## src/rtl/mlp_io_sequencer.sv

```systemverilog
// ---------------------------------------------------------------------------
// mlp_io_sequencer
//
// Sequential wrapper around a combinational printed-MLP classifier.
//
// Features arrive one per beat on a valid/ready stream and are packed into
// the classifier's flat input vector. Feature k sits at [k*FEAT_W +: FEAT_W],
// and the first beat of a frame is k=0. After a complete frame the vector is
// held for SETTLE_CYC cycles. The class index is then captured and offered on
// a valid/ready result stream. Assembly of the next frame can overlap the
// settle and result phases, up to (but not including) its final beat.
//
// Ports
//   clk, rst       clock, asynchronous active-high reset
//   feat_valid     feature beat valid
//   feat_ready     feature beat accepted when feat_valid && feat_ready
//   feat_data      feature value (FEAT_W bits)
//   feat_last      marks final beat of a frame
//   mlp_inp        flat classifier input, N_FEAT*FEAT_W bits
//   mlp_out        class index returned by the classifier (combinational)
//   cls_valid      result valid
//   cls_ready      result consumed when cls_valid && cls_ready
//   cls_data       captured class index
//   frame_err      one-cycle pulse: malformed frame discarded
//   busy           back stage not idle
// ---------------------------------------------------------------------------
module mlp_io_sequencer #(
  parameter int N_FEAT     = 4,
  parameter int FEAT_W     = 4,
  parameter int CLS_W      = 2,
  parameter int SETTLE_CYC = 3
) (
  input  logic                     clk,
  input  logic                     rst,
  input  logic                     feat_valid,
  output logic                     feat_ready,
  input  logic [FEAT_W-1:0]        feat_data,
  input  logic                     feat_last,
  output logic [N_FEAT*FEAT_W-1:0] mlp_inp,
  input  logic [CLS_W-1:0]         mlp_out,
  output logic                     cls_valid,
  input  logic                     cls_ready,
  output logic [CLS_W-1:0]         cls_data,
  output logic                     frame_err,
  output logic                     busy
);

  localparam int IDX_W = $clog2(N_FEAT);
  localparam int CNT_W = $clog2(SETTLE_CYC) + 1;
  localparam int ASM_W = (N_FEAT - 1) * FEAT_W;

  localparam logic [IDX_W-1:0] LAST_IDX = IDX_W'(N_FEAT - 1);
  localparam logic [CNT_W-1:0] CNT_INIT = CNT_W'(SETTLE_CYC - 1);

  typedef enum logic [1:0] {
    ST_IDLE,
    ST_SETTLE,
    ST_RESULT
  } state_t;

  state_t           state_q, state_d;
  logic [CNT_W-1:0] cnt_q, cnt_d;
  logic             capture;

  logic [IDX_W-1:0] idx_q;
  logic [ASM_W-1:0] asm_q, asm_next;

  logic at_last;
  logic beat_acc;
  logic beat_push;
  logic beat_good;
  logic beat_bad;

  // Back-stage status comes straight from the state register, which keeps
  // feat_ready free of any combinational path from cls_ready.
  assign busy      = (state_q != ST_IDLE);
  assign cls_valid = (state_q == ST_RESULT);

  // The final beat of a frame has to wait for an idle back stage, because
  // accepting it overwrites mlp_inp. Earlier beats only touch the private
  // assembly buffer, so they flow at full rate.
  assign at_last    = (idx_q == LAST_IDX);
  assign feat_ready = !rst && !(at_last && busy);

  assign beat_acc  = feat_valid && feat_ready;
  assign beat_push = beat_acc && !at_last && !feat_last;
  assign beat_good = beat_acc &&  at_last &&  feat_last;
  assign beat_bad  = beat_acc && (at_last != feat_last);

  // Drop the incoming feature into the assembly slot selected by idx.
  always_comb begin
    asm_next = asm_q;
    for (int k = 0; k < N_FEAT - 1; k++) begin
      if (idx_q == IDX_W'(k)) begin
        asm_next[k*FEAT_W +: FEAT_W] = feat_data;
      end
    end
  end

  // Load side: beat index, assembly buffer, classifier input, error pulse.
  // A malformed frame only rewinds the index. Stale slots do no harm,
  // because every slot is rewritten before the next good final beat.
  always_ff @(posedge clk or posedge rst) begin
    if (rst) begin
      idx_q     <= '0;
      asm_q     <= '0;
      mlp_inp   <= '0;
      frame_err <= 1'b0;
    end else begin
      frame_err <= beat_bad;
      if (beat_push) begin
        asm_q <= asm_next;
        idx_q <= idx_q + IDX_W'(1);
      end else if (beat_good || beat_bad) begin
        idx_q <= '0;
      end
      if (beat_good) begin
        mlp_inp <= {feat_data, asm_q};
      end
    end
  end

  // Back-stage state register, settle counter and class capture.
  always_ff @(posedge clk or posedge rst) begin
    if (rst) begin
      state_q  <= ST_IDLE;
      cnt_q    <= '0;
      cls_data <= '0;
    end else begin
      state_q <= state_d;
      cnt_q   <= cnt_d;
      if (capture) begin
        cls_data <= mlp_out;
      end
    end
  end

  // Back-stage next state. The counter is loaded together with the good
  // final beat. Capture happens on the settle cycle in which it reads zero,
  // which gives exactly SETTLE_CYC settle cycles.
  always_comb begin
    state_d = state_q;
    cnt_d   = cnt_q;
    capture = 1'b0;
    unique case (state_q)
      ST_IDLE: begin
        if (beat_good) begin
          state_d = ST_SETTLE;
          cnt_d   = CNT_INIT;
        end
      end
      ST_SETTLE: begin
        if (cnt_q == '0) begin
          capture = 1'b1;
          state_d = ST_RESULT;
        end else begin
          cnt_d = cnt_q - CNT_W'(1);
        end
      end
      ST_RESULT: begin
        if (cls_ready) begin
          state_d = ST_IDLE;
        end
      end
      default: begin
        state_d = ST_IDLE;
      end
    endcase
  end

endmodule

```

## config.mk

```make
export PLATFORM = sky130hd
export DESIGN_NAME = mlp_io_sequencer
export DESIGN_NICKNAME = d
export VERILOG_FILES = /design/src/rtl/mlp_io_sequencer.sv
export SDC_FILE = /design/constraint.sdc
export NUM_CORES = 1
export LEC_CHECK = 0
export ABC_AREA = 1
export BUFFER_PORTS_ARGS = -buffer_cell sky130_fd_sc_hd__buf_2
export CORE_MARGIN = 4
export CORE_UTILIZATION = 53
export CTS_CLUSTER_SIZE = 25
export DETAILED_ROUTE_END_ITERATION = 7
export PLACE_DENSITY = 0.83
export SYNTH_ARGS = -nofsm -noshare
export SYNTH_HDL_FRONTEND = slang
export SYNTH_SLANG_ARGS = --single-unit
```

## constraint.sdc

```tcl
create_clock -name clk -period 1.85 [get_ports clk]
set_input_delay 0.185 -clock clk [delete_from_list [all_inputs] [get_ports clk]]
set_output_delay 0.185 -clock clk [all_outputs]
set_load 0.01 [all_outputs]
```

Word level (Yosys, flattened, before mapping)

Cells that the tools add are included.

Bits of input ports: 11
Bits in registers: 38

Mux-type cells: 11
Equality and inequality tests: 10
Reduce and logical (&&, ||, !) cells: 24
Add/sub/neg operators: 2

Operators by type and width:

| cell                  | count |
|---|---|
| $mux W2               | 5 |
| $logic_and A1 B1 Y1   | 8 |
| $eq A2 B2 Y1 const B  | 3 |
| $mux W3               | 2 |
| $ne A2 B2 Y1 const B  | 3 |
| $pmux W2 S3           | 1 |
| $pmux W3 S2           | 1 |
| $reduce_and A2 Y1     | 3 |
| $reduce_and A3 Y1     | 2 |
| $reduce_bool A2 Y1    | 3 |
| $eq A2 B1 Y1 const B  | 2 |
| $logic_not A1 Y1      | 4 |
| $logic_not A2 Y1      | 2 |
| $logic_not A3 Y1      | 1 |
| $sub A3 B1 Y3 const B | 1 |
| $add A2 B1 Y2 const B | 1 |
| $mux W1               | 2 |
| $ne A2 B1 Y1 const B  | 1 |
| $logic_or A1 B1 Y1    | 1 |
| $ne A1 B1 Y1          | 1 |

Logic depth before layout (Yosys ltp)

Gate-level depths: netlist of the first run.

Word-level depth: 10
Depth in mapped cells: 7
Depth with buffers taken out: 7

Worst setup path before layout of the first run

No wires, ideal clock.

Path kind: input to register
Start: input port rst
End: register asm_q[0]
Arrival time: 1.748 ns
Stages: 6
Required time: 1.723 ns
Buffers on the path: 0
Library setup time: 0.127 ns
Slack: -0.025 ns
Cell sequence: inv_1 -> nand3b_1 -> nor2_4 -> nand2_1 -> nand2_1 -> o21ai_0

Word-level cells in the longest chain between the ends: 6

RTL lines:

| what                             | line | text |
|---|---|---|
| start, declared                  | 34   | `input logic rst,` |
| $logic_not A1 Y1 (no line)       | -    |  |
| $logic_and A1 B1 Y1              | 83   | `assign feat_ready = !rst && !(at_last && busy);` |
| $logic_and A1 B1 Y1              | 85   | `assign beat_acc = feat_valid && feat_ready;` |
| $logic_and A1 B1 Y1 (2 in a row) | 86   | `assign beat_push = beat_acc && !at_last && !feat_last;` |
| $reduce_and A2 Y1 (no line)      | -    |  |
| end signal, assigned             | 112  | `asm_q <= asm_next;` |
| end, declared                    | 66   | `logic [ASM_W-1:0] asm_q, asm_next;` |

No other way between the ends.
A chain may end at the register's enable or synchronous reset.

Worst setup path in the final report of the first run

Start: register idx_q[0]
End: output port feat_ready

Word-level cells in the longest chain between the ends: 4

RTL lines:

| what                   | line | text |
|---|---|---|
| start, declared        | 65   | `logic [IDX_W-1:0] idx_q;` |
| start signal, assigned | 113  | `idx_q <= idx_q + IDX_W'(1);` |
| $eq A2 B2 Y1           | 82   | `assign at_last = (idx_q == LAST_IDX);` |
| $logic_and A1 B1 Y1    | 83   |  |
| $logic_not A1 Y1       | 83   |  |
| $logic_and A1 B1 Y1    | 83   |  |
| end, declared          | 36   | `output logic feat_ready,` |

No other way between the ends.

==> run metrics, run 1 <==
status=finished clean; Synth top area share=0.568; Row Count=20; HP Class=primary input to flip-flop; Leak=roughly 0.0011 uW; max cap viols=0; first-pass GRT wire length=between 5000 and 6000 um; clock share of power=0.190; Detailed Place HPWL=about 2200 um; Post-route DRC=0; fillers=245; sw frac=0.321; cell taking the most area after synthesis=dfrtp_1; Post-Route WL=around 2900 um; average cell area after synthesis=around 9.6 um^2; Initial Util=0.552; share of cells above drive strength 1=0.272; initial antenna violation count=0; FF-to-FF path depth=8; CTS H-tree depth=2; root cell of the clock tree=clkbuf_4; Congestion Overflow GR=0; Final ANT Viol Nets=0; worst-path maximum fanout=5; WP data required=1.66 ns; Setup crit start kind=flip-flop; GRT Util Overall=0.158; internal power=between 1000 and 1500 uW; crit share post-route=0.859; Synth-to-Final Area Change=17.0%; Port-buffer cells=32; die outline height=roughly 64 um; Seq pwr share=0.559; NetSw=roughly 660 uW; Fin Clk Skew=about 0.0093 ns; crit path time final=1.59 ns; Die Wd=around 64 um; Synth Register Bits=38; Synth cell types=19; Mapped Cells=around 180; hold depth=3; Max Freq=between 600 and 700 MHz; Pre-Repair DR Iteration Count=4; Peak VDD IR=about 470 uV; predominant post-synthesis flop cell=dfrtp_1; Syn. warnings=0; clock-pin slew on the worst setup and hold paths=about 0.090 ns; Post-synth EDFFs=0; met2 Use GR=0.252; ys async rst share=1.00; vias per cell=~4.6; WL/cell=between 10 and 15 um; CP Capture Type=output port; Logic pwr share=0.251; routability cong.=roughly 0.82; largest net degree at the start of global routing=23; I/O pin cnt=33; Post-Syn Area=0.00167 mm^2; Num CTS Buffers=5; final number of hold-violating endpoints=0; worst skew pair latency=0.34 ns; top-count cell post-synth=nand2_1; CTS tree=yes; largest cells by area after synthesis=dfrtp_1 57%, nand2_1 11%, o21ai_2 7.3%, inv_1 6.3%, ha_1 4.5%; met3 usage=0.0457; most frequent cells after synthesis=51 x nand2_1, 38 x dfrtp_1, 28 x inv_1; final core occ=0.646; vias in the first global route=~1200; met1 Use GR=0.200; PwrDens=1050 mW/mm^2; total nets after synthesis=approximately 190; RSZ-0062 raised after global routing=false; die area=about 0.0041 mm^2; ANT cells=0; sequential share of the synthesized area=0.568; Slew Limit Fails=0; Final #Nets=about 230; clk sinks=38; busiest grt layer=met2; # setup viols final=0; Slew @ Worst Pin=roughly 0.28 ns; initial drt markers=just under 70; Crit Path Class=flip-flop to output port; Slew HR=0.811; Max Root-Sink Buffers=2; vias=between 1000 and 1500; accumulated negative setup slack=0 ns; WP data arrival=roughly 1.4 ns; core area=between 0.003 and 0.004 mm^2
layout make-up:
type	count	area [um^2]	share of cell area
Multi-Input combinational cell	105	583	0.298
Inverter	29	113	0.0575
Sequential cell	38	951	0.486
Timing Repair Buffer	38	210	0.107
Clock buffer	7	45.0	0.0230
Tap cell	44	55.1	0.0281
logic make-up after synthesis:
group,Yosys count,share of synthesized area
AO/OA/AOI/OAI,33,0.132
AND/OR/NAND/NOR,65,0.167
XOR/XNOR,1,0.00524
buffers and inverters,32,0.0830
adder cells (fa/ha/maj),6,0.0449
flip-flops,38,0.568
sequential cells by signal, summed over array words and instances (netlist names):
register and flops:
cls_data 2, state_q 2, mlp_inp 16, asm_q 12
idx_q 2, cnt_q 3, frame_err 1
worst paths after layout:
kind                            slack [ns]           to   startpoint
worst max register to register        0.33     cnt_q[0]     idx_q[0]
worst max-delay path                  0.26   feat_ready     idx_q[0]
min in group asynchronous             0.46     asm_q[5]          rst
worst min-delay path                  0.09  cls_data[1]   mlp_out[1]
worst min register to register        0.49  mlp_inp[12]  mlp_inp[12]
max in group asynchronous             1.12  cls_data[1]          rst
power by group through the flow:
stage               logic (uW)  registers (uW)  clock network, uW
floorplan                  324            1190                  0
global placement           503            1170                  0
detailed placement         525            1170                  0
CTS                        527            1160                400
global route               604            1180                436
finish                     516            1150                392
layout by cell type, fill, tap and decap left out:
cell           count
nor2_1             6
o21ai_2           14
clkbuf_1           2
ha_1               6
buf_2             32
o31ai_1            1
nor3_1             1
nand4_4            1
xnor2_1            1
clkbuf_4           5
clkinvlp_4         1
nor2_4             1
nand3_1            4
o21ai_0           14
nand3b_1           1
buf_4              4
nand2_1           51
o21ai_1            3
a21oi_1            1
dlygate4sd3_1      2
inv_1             27
dfrtp_1           38
inv_2              1
what timing repair did:
item                      CTS  global route
gates resized for setup     0             0
setup buffers               0             0
hold buffers                2             0
hold endpoints to repair   39             0
worst max-delay path, stage by stage, from the launching register on:
cell,delay [ns]
dfrtp_1,0.43
ha_1,0.26
a21oi_1,0.21
buf_2,0.17
through the flow:
step	hold WS, ns	cells	total power, uW	area (um^2)	setup slack [ns]
after floorplan	0.171	175	1510	1680	0.336
after global placement	0.307	252	1670	1890	0.386
after detailed placement	0.302	252	1690	1890	0.318
after CTS	0.0783	261	2080	1960	0.268
after global routing	0.0811	261	2220	1960	0.146
final	0.0855	261	2060	1960	0.262
routing by layer:
| layer | vias to the layer above | part of all wire |
|---|---|---|
| met1 | 534 | 0.47 |
| li1 | 624 | - |
| met5 | - | 0 |
| met2 | 24 | 0.47 |
| met3 | 6 | 0.041 |
| met4 | 0 | 0.020 |
Power figures use the tool's default switching activity.
==> run 2, diff against run 1 <==
--- a/config.mk
+++ b/config.mk
@@ -11,7 +11,7 @@
 export CORE_UTILIZATION = 53
 export CTS_CLUSTER_SIZE = 25
 export DETAILED_ROUTE_END_ITERATION = 7
-export PLACE_DENSITY = 0.83
+export PLACE_DENSITY = 0.89
 export SYNTH_ARGS = -nofsm -noshare
 export SYNTH_HDL_FRONTEND = slang
 export SYNTH_SLANG_ARGS = --single-unit
==> run 2 against run 1 <==
Sequential share of layout area fell by 0.82 points. Hold slack got worse by 0.012 ns. Global-route usage grew 0.84 points. Non-clock buffer count down 2. Die area did not move. Clock skew is 0.0057 ns lower. Flip-flop and latch count is the same. Power increased by 8.8%. Critical path type is now primary input to flip-flop. Critical endpoint is now asm_q[7]. Largest power group unchanged. Highest routed layer unchanged.
==> run metrics, run 2 (synthesized netlist as in run 1, its figures left out) <==
status=finished clean; hold depth=3; max cap viols=0; initial antenna violation count=0; PwrDens=1130 mW/mm^2; Num CTS Buffers=5; r2r setup slk=about 0.30 ns; clock-pin slew on the worst setup and hold paths=0.10 ns; ANT cells=0; FF-to-FF path depth=6; CTS tree=yes; root cell of the clock tree=clkbuf_4; Final Worst Setup Slack=0.231 ns; HP Class=primary input to flip-flop; # setup viols final=0; crit share post-route=0.875; Slew HR=0.766; Leak=between 0.001 and 0.0015 uW; first-pass GRT wire length=5280 um; hold worst-path end=cls_data[1]; CP cell instances=dlygate4sd3_1 -> buf_2 -> clkinvlp_4 -> nand3b_1 -> nor2_4 -> nand2_1 -> nand2_1 -> o21ai_0; Crit Path Class=primary input to flip-flop; slowest stage cell, crit path=dlygate4sd3_1; Peak VDD IR=536 uV; WP data arrival=around 1.8 ns; initial drt markers=50; WP data required=around 2.1 ns; Row Count=20; CTS H-tree depth=2; max reg flops=16; WL/cell=11.2 um; Pre-Repair DR Iteration Count=5; most frequent cells in the layout=51 x nand2_1, 38 x dfrtp_1, 32 x buf_2, 27 x inv_1; I/O pin cnt=33; worst-path maximum fanout=16; Max Root-Sink Buffers=2; worst slack at placement=around 0.32 ns; reg-to-reg critical path startpoint=idx_q[0]; CP Capture Type=flip-flop; GRT Util Overall=0.166; Final ANT Viol Nets=0; Max Freq=between 600 and 700 MHz; RSZ-0062 raised after global routing=false; reg-to-reg endpoint=asm_q[7]; final core occ=0.657; Placement Cell Area=between 0.0015 and 0.002 mm^2; vias=1213; combined buffer and inverter count along the critical path=3; accumulated negative setup slack=0 ns; Slew Limit Fails=0; Worst path top cell family by delay=buffers and inverters; cell area after layout=0.00199 mm^2; die area=between 0.004 and 0.005 mm^2; routability cong.=between 0.7 and 0.8; Port-buffer cells=32; Synth-to-Final Area Change=19.0%; Setup crit start kind=primary input; clk sinks=38; Detailed Place HPWL=between 2000 and 2500 um; Congestion Overflow GR=0; vias in the first global route=1256; Reg with most FFs=mlp_inp; biggest registers after layout=mlp_inp: 16 flops, asm_q: 12 flops, cnt_q: 3 flops; Die Wd=64.2 um; crit path time final=1.62 ns; largest net degree at the start of global routing=27; Slew @ Worst Pin=approximately 0.35 ns; commonest non-fill, non-tap cell in the layout=nand2_1; final number of hold-violating endpoints=0; vias per cell=approximately 4.7; share of cells above drive strength 1=0.274; Most common cell on crit path=nand2_1; core area=between 0.003 and 0.004 mm^2; crit-path max cell delay=0.54 ns; hold_sp=mlp_out[1]; Post-route DRC=0; Post-Route WL=between 2000 and 3000 um; Initial Util=0.552; worst skew pair latency=around 0.34 ns; die outline height=about 64 um; Fin Clk Skew=between 0.003 and 0.004 ns; Final #Nets=between 200 and 250
==> run 2: tightest hold or removal path, stage by stage <==
cell and delay [ns]:
buf_2 0.09, inv_1 0.04, o21ai_0 0.07
==> run 2: cell type report <==
type,count,area [um^2]
well taps,44,55.1
repair buffers,36,208
fillers,250,1040
multi-input cells,105,583
clock buffers,6,51.3
inverters,29,113
flip-flops and latches,38,951
clock inverters,1,30.0
==> run 2: routing by layer <==
layer,part of all wire,up-vias,track usage
li1,-,626,-
met1,0.45,558,0.204
met2,0.49,22,0.272
met3,0.036,7,0.0369
met4,0.026,0,0.0871
met5,0,-,0
==> run 2: stage by stage <==
stage,hold WS [ns],total power [uW],std cells
4_1_cts,0.0668,2270,259
5_1_grt,0.0910,2420,259
3_5_place_dp,0.194,1690,250
6_report,0.0738,2240,259
2_1_floorplan,0.171,1510,175
3_3_place_gp,0.191,1660,250
==> run 2: power breakdown <==
group,internal (uW),switching (uW)
combinational,219,307
sequential,1040,111
clock,314,253
==> run 2: worst max-delay path by stage <==
stage              from    endpoint  slack [ns]  cells after the start
2_1_floorplan       rst    asm_q[0]        0.34                      5
3_3_place_gp   idx_q[0]  mlp_inp[8]        0.35                      6
3_5_place_dp   idx_q[0]  mlp_inp[8]        0.32                      6
4_1_cts             rst    asm_q[7]        0.24                      8
5_1_grt             rst    asm_q[6]        0.05                      8
6_report            rst    asm_q[7]        0.23                      8
==> run 2: timing repair <==
action,in CTS,in global routing
buffers inserted,0,0
hold endpoints to repair,14,0
resized for setup,0,0
hold buffers,2,0
==> run 3, diff against run 2 <==
--- a/config.mk
+++ b/config.mk
@@ -7,11 +7,12 @@
 export LEC_CHECK = 0
 export ABC_AREA = 1
 export BUFFER_PORTS_ARGS = -buffer_cell sky130_fd_sc_hd__buf_2
+export CORE_ASPECT_RATIO = 1.2
 export CORE_MARGIN = 4
 export CORE_UTILIZATION = 53
 export CTS_CLUSTER_SIZE = 25
 export DETAILED_ROUTE_END_ITERATION = 7
-export PLACE_DENSITY = 0.89
+export PLACE_DENSITY = 0.88
 export SYNTH_ARGS = -nofsm -noshare
 export SYNTH_HDL_FRONTEND = slang
 export SYNTH_SLANG_ARGS = --single-unit
==> run 3 against run 2 <==
Global-route usage shrank 0.24 points. Via count shrank 2.1%. Critical path depth did not move. Largest power group unchanged. Register-to-register slack got worse by 0.02 ns. Critical path type unchanged. Highest routed layer unchanged. Largest cell class unchanged. Power is 5.7% lower. Sequential share of layout area is 0.89 points higher. Non-clock buffer count is 1 higher. Cell area down 1.8%. Combinational power fell by 1%. Hold slack improved by 0.014 ns. Clock power decreased by 22%. Clock-buffer cell count increased by 1.
==> run metrics, run 3 (synthesized netlist as in run 1, its figures left out) <==
Final #Nets=roughly 230; vias in the first global route=1143; Pre-Repair DR Iteration Count=4; WP data required=approximately 2.1 ns; share of cells above drive strength 1=0.276; initial antenna violation count=0; HP Class=primary input to flip-flop; Leak=~0.0011 uW; Max Freq=roughly 630 MHz; Fin Clk Skew=0.0144 ns; Final ANT Viol Nets=0; hold depth=3; final core occ=0.640; Port-buffer cells=32; minimum hold slack=approximately 0.09 ns; CTS H-tree depth=2; GRT Util Overall=0.164; vias=between 1000 and 1500; crit share post-route=0.861; ANT cells=0; Initial Util=0.548; Row Count=22; clock-pin slew on the worst setup and hold paths=0.09 ns; crit path time final=between 1.5 and 2 ns; reg-to-reg endpoint=cnt_q[2]; final number of hold-violating endpoints=0; worst skew pair latency=between 0.3 and 0.4 ns; die area=roughly 0.0041 mm^2; RSZ-0062 raised after global routing=false; Post-Route WL=approximately 3000 um; CTS tree=yes; r2r setup slk=between 0.2 and 0.3 ns; Congestion Overflow GR=0; root cell of the clock tree=clkbuf_4; Placement Cell Area=between 0.0015 and 0.002 mm^2; met3 usage=0.0540; max reg flops=16; vias per cell=4.70; Max Root-Sink Buffers=2; reg-to-reg critical path startpoint=idx_q[0]; most frequent cells in the layout=51 x nand2_1, 38 x dfrtp_1, 32 x buf_2, 27 x inv_1; Peak VDD IR=718 uV; WP data arrival=1.83 ns; area taken by multi-input logic gates=roughly 580 um^2; met2 Use GR=0.239; clk sinks=38; busiest grt layer=met2; Detailed Place HPWL=approximately 2200 um; FF-to-FF path depth=8; WL/cell=approximately 12 um; Post-route DRC=0; PwrDens=approximately 1100 mW/mm^2; worst-path maximum fanout=23; met1 Use GR=0.221; biggest registers after layout=mlp_inp: 16 flops, asm_q: 12 flops, cnt_q: 3 flops; Setup crit start kind=primary input; initial drt markers=28; PostCTS Resize Cnt=0; Die Wd=between 50 and 60 um; core area=0.00306 mm^2; max cap viols=0; cell area after layout=0.00195 mm^2; # hold bufs at CTS=2; hold_sp=mlp_out[1]; Post CTS Setup Buffer Count=0; first-pass GRT wire length=around 5100 um; status=finished clean; CP Capture Type=flip-flop; Crit Path Class=primary input to flip-flop; largest net degree at the start of global routing=30; Power Total=around 2100 uW; Slew HR=0.760; Reg with most FFs=mlp_inp; Synth-to-Final Area Change=16.8%; commonest non-fill, non-tap cell in the layout=nand2_1; register area=approximately 950 um^2; I/O pin cnt=33; routability cong.=0.756; die outline height=69.5 um; hold worst-path end=cls_data[1]; accumulated negative setup slack=0 ns; Slew Limit Fails=0; Num CTS Buffers=5; fillers=263; Slew @ Worst Pin=between 0.3 and 0.4 ns; # setup viols final=0
## run 3: changes by cell type in the layout (fill, tap and decap cells not counted)
cell | previous run | this run
bufinv_16 | 1 | 0
buf_12 | 1 | 0
clkbuf_1 | 0 | 1
clkinv_2 | 0 | 1
buf_4 | 1 | 3
## run 3: layout make-up
type / instances / area share
clock buffers: 7 / 0.0282
flip-flops and latches: 38 / 0.487
well taps: 36 / 0.0230
inverters: 29 / 0.0576
clock inverters: 1 / 0.00256
repair buffers: 37 / 0.104
multi-input cells: 105 / 0.298
## run 3: routing by layer
layer  vias to the layer above  part of all wire
met1                       533              0.45
met3                         8             0.053
li1                        626                 -
met4                         0             0.022
met2                        21              0.47
met5                         -                 0
## run 3: critical path: stages
cell	delay (ns)
dlygate4sd3_1	0.53
buf_2	0.13
clkinvlp_4	0.25
nand4_4	0.17
buf_4	0.27
nand2_1	0.15
nand2_1	0.09
nand2_1	0.04
## run 3: metrics by stage
step           setup WS, ns  instances
6_report              0.256        253
5_1_grt               0.108        253
4_1_cts               0.243        253
3_5_place_dp          0.320        243
3_3_place_gp          0.369        243
2_1_floorplan         0.336        175
## run 3: how the worst max path moves through the flow
| stage | start | endpoint | slack, ns | depth (start not counted) |
|---|---|---|---|---|
| 2_1_floorplan | rst | asm_q[0] | 0.34 | 5 |
| 3_3_place_gp | idx_q[0] | cnt_q[2] | 0.37 | 8 |
| 3_5_place_dp | idx_q[0] | cnt_q[1] | 0.32 | 8 |
| 4_1_cts | rst | cnt_q[2] | 0.24 | 8 |
| 5_1_grt | rst | cnt_q[0] | 0.11 | 8 |
| 6_report | rst | cnt_q[2] | 0.26 | 8 |
## run 3: power breakdown
part           switching, uW  internal [uW]
Clock                    258            184
Sequential               115           1040
Combinational            302            218
Total                    675           1440
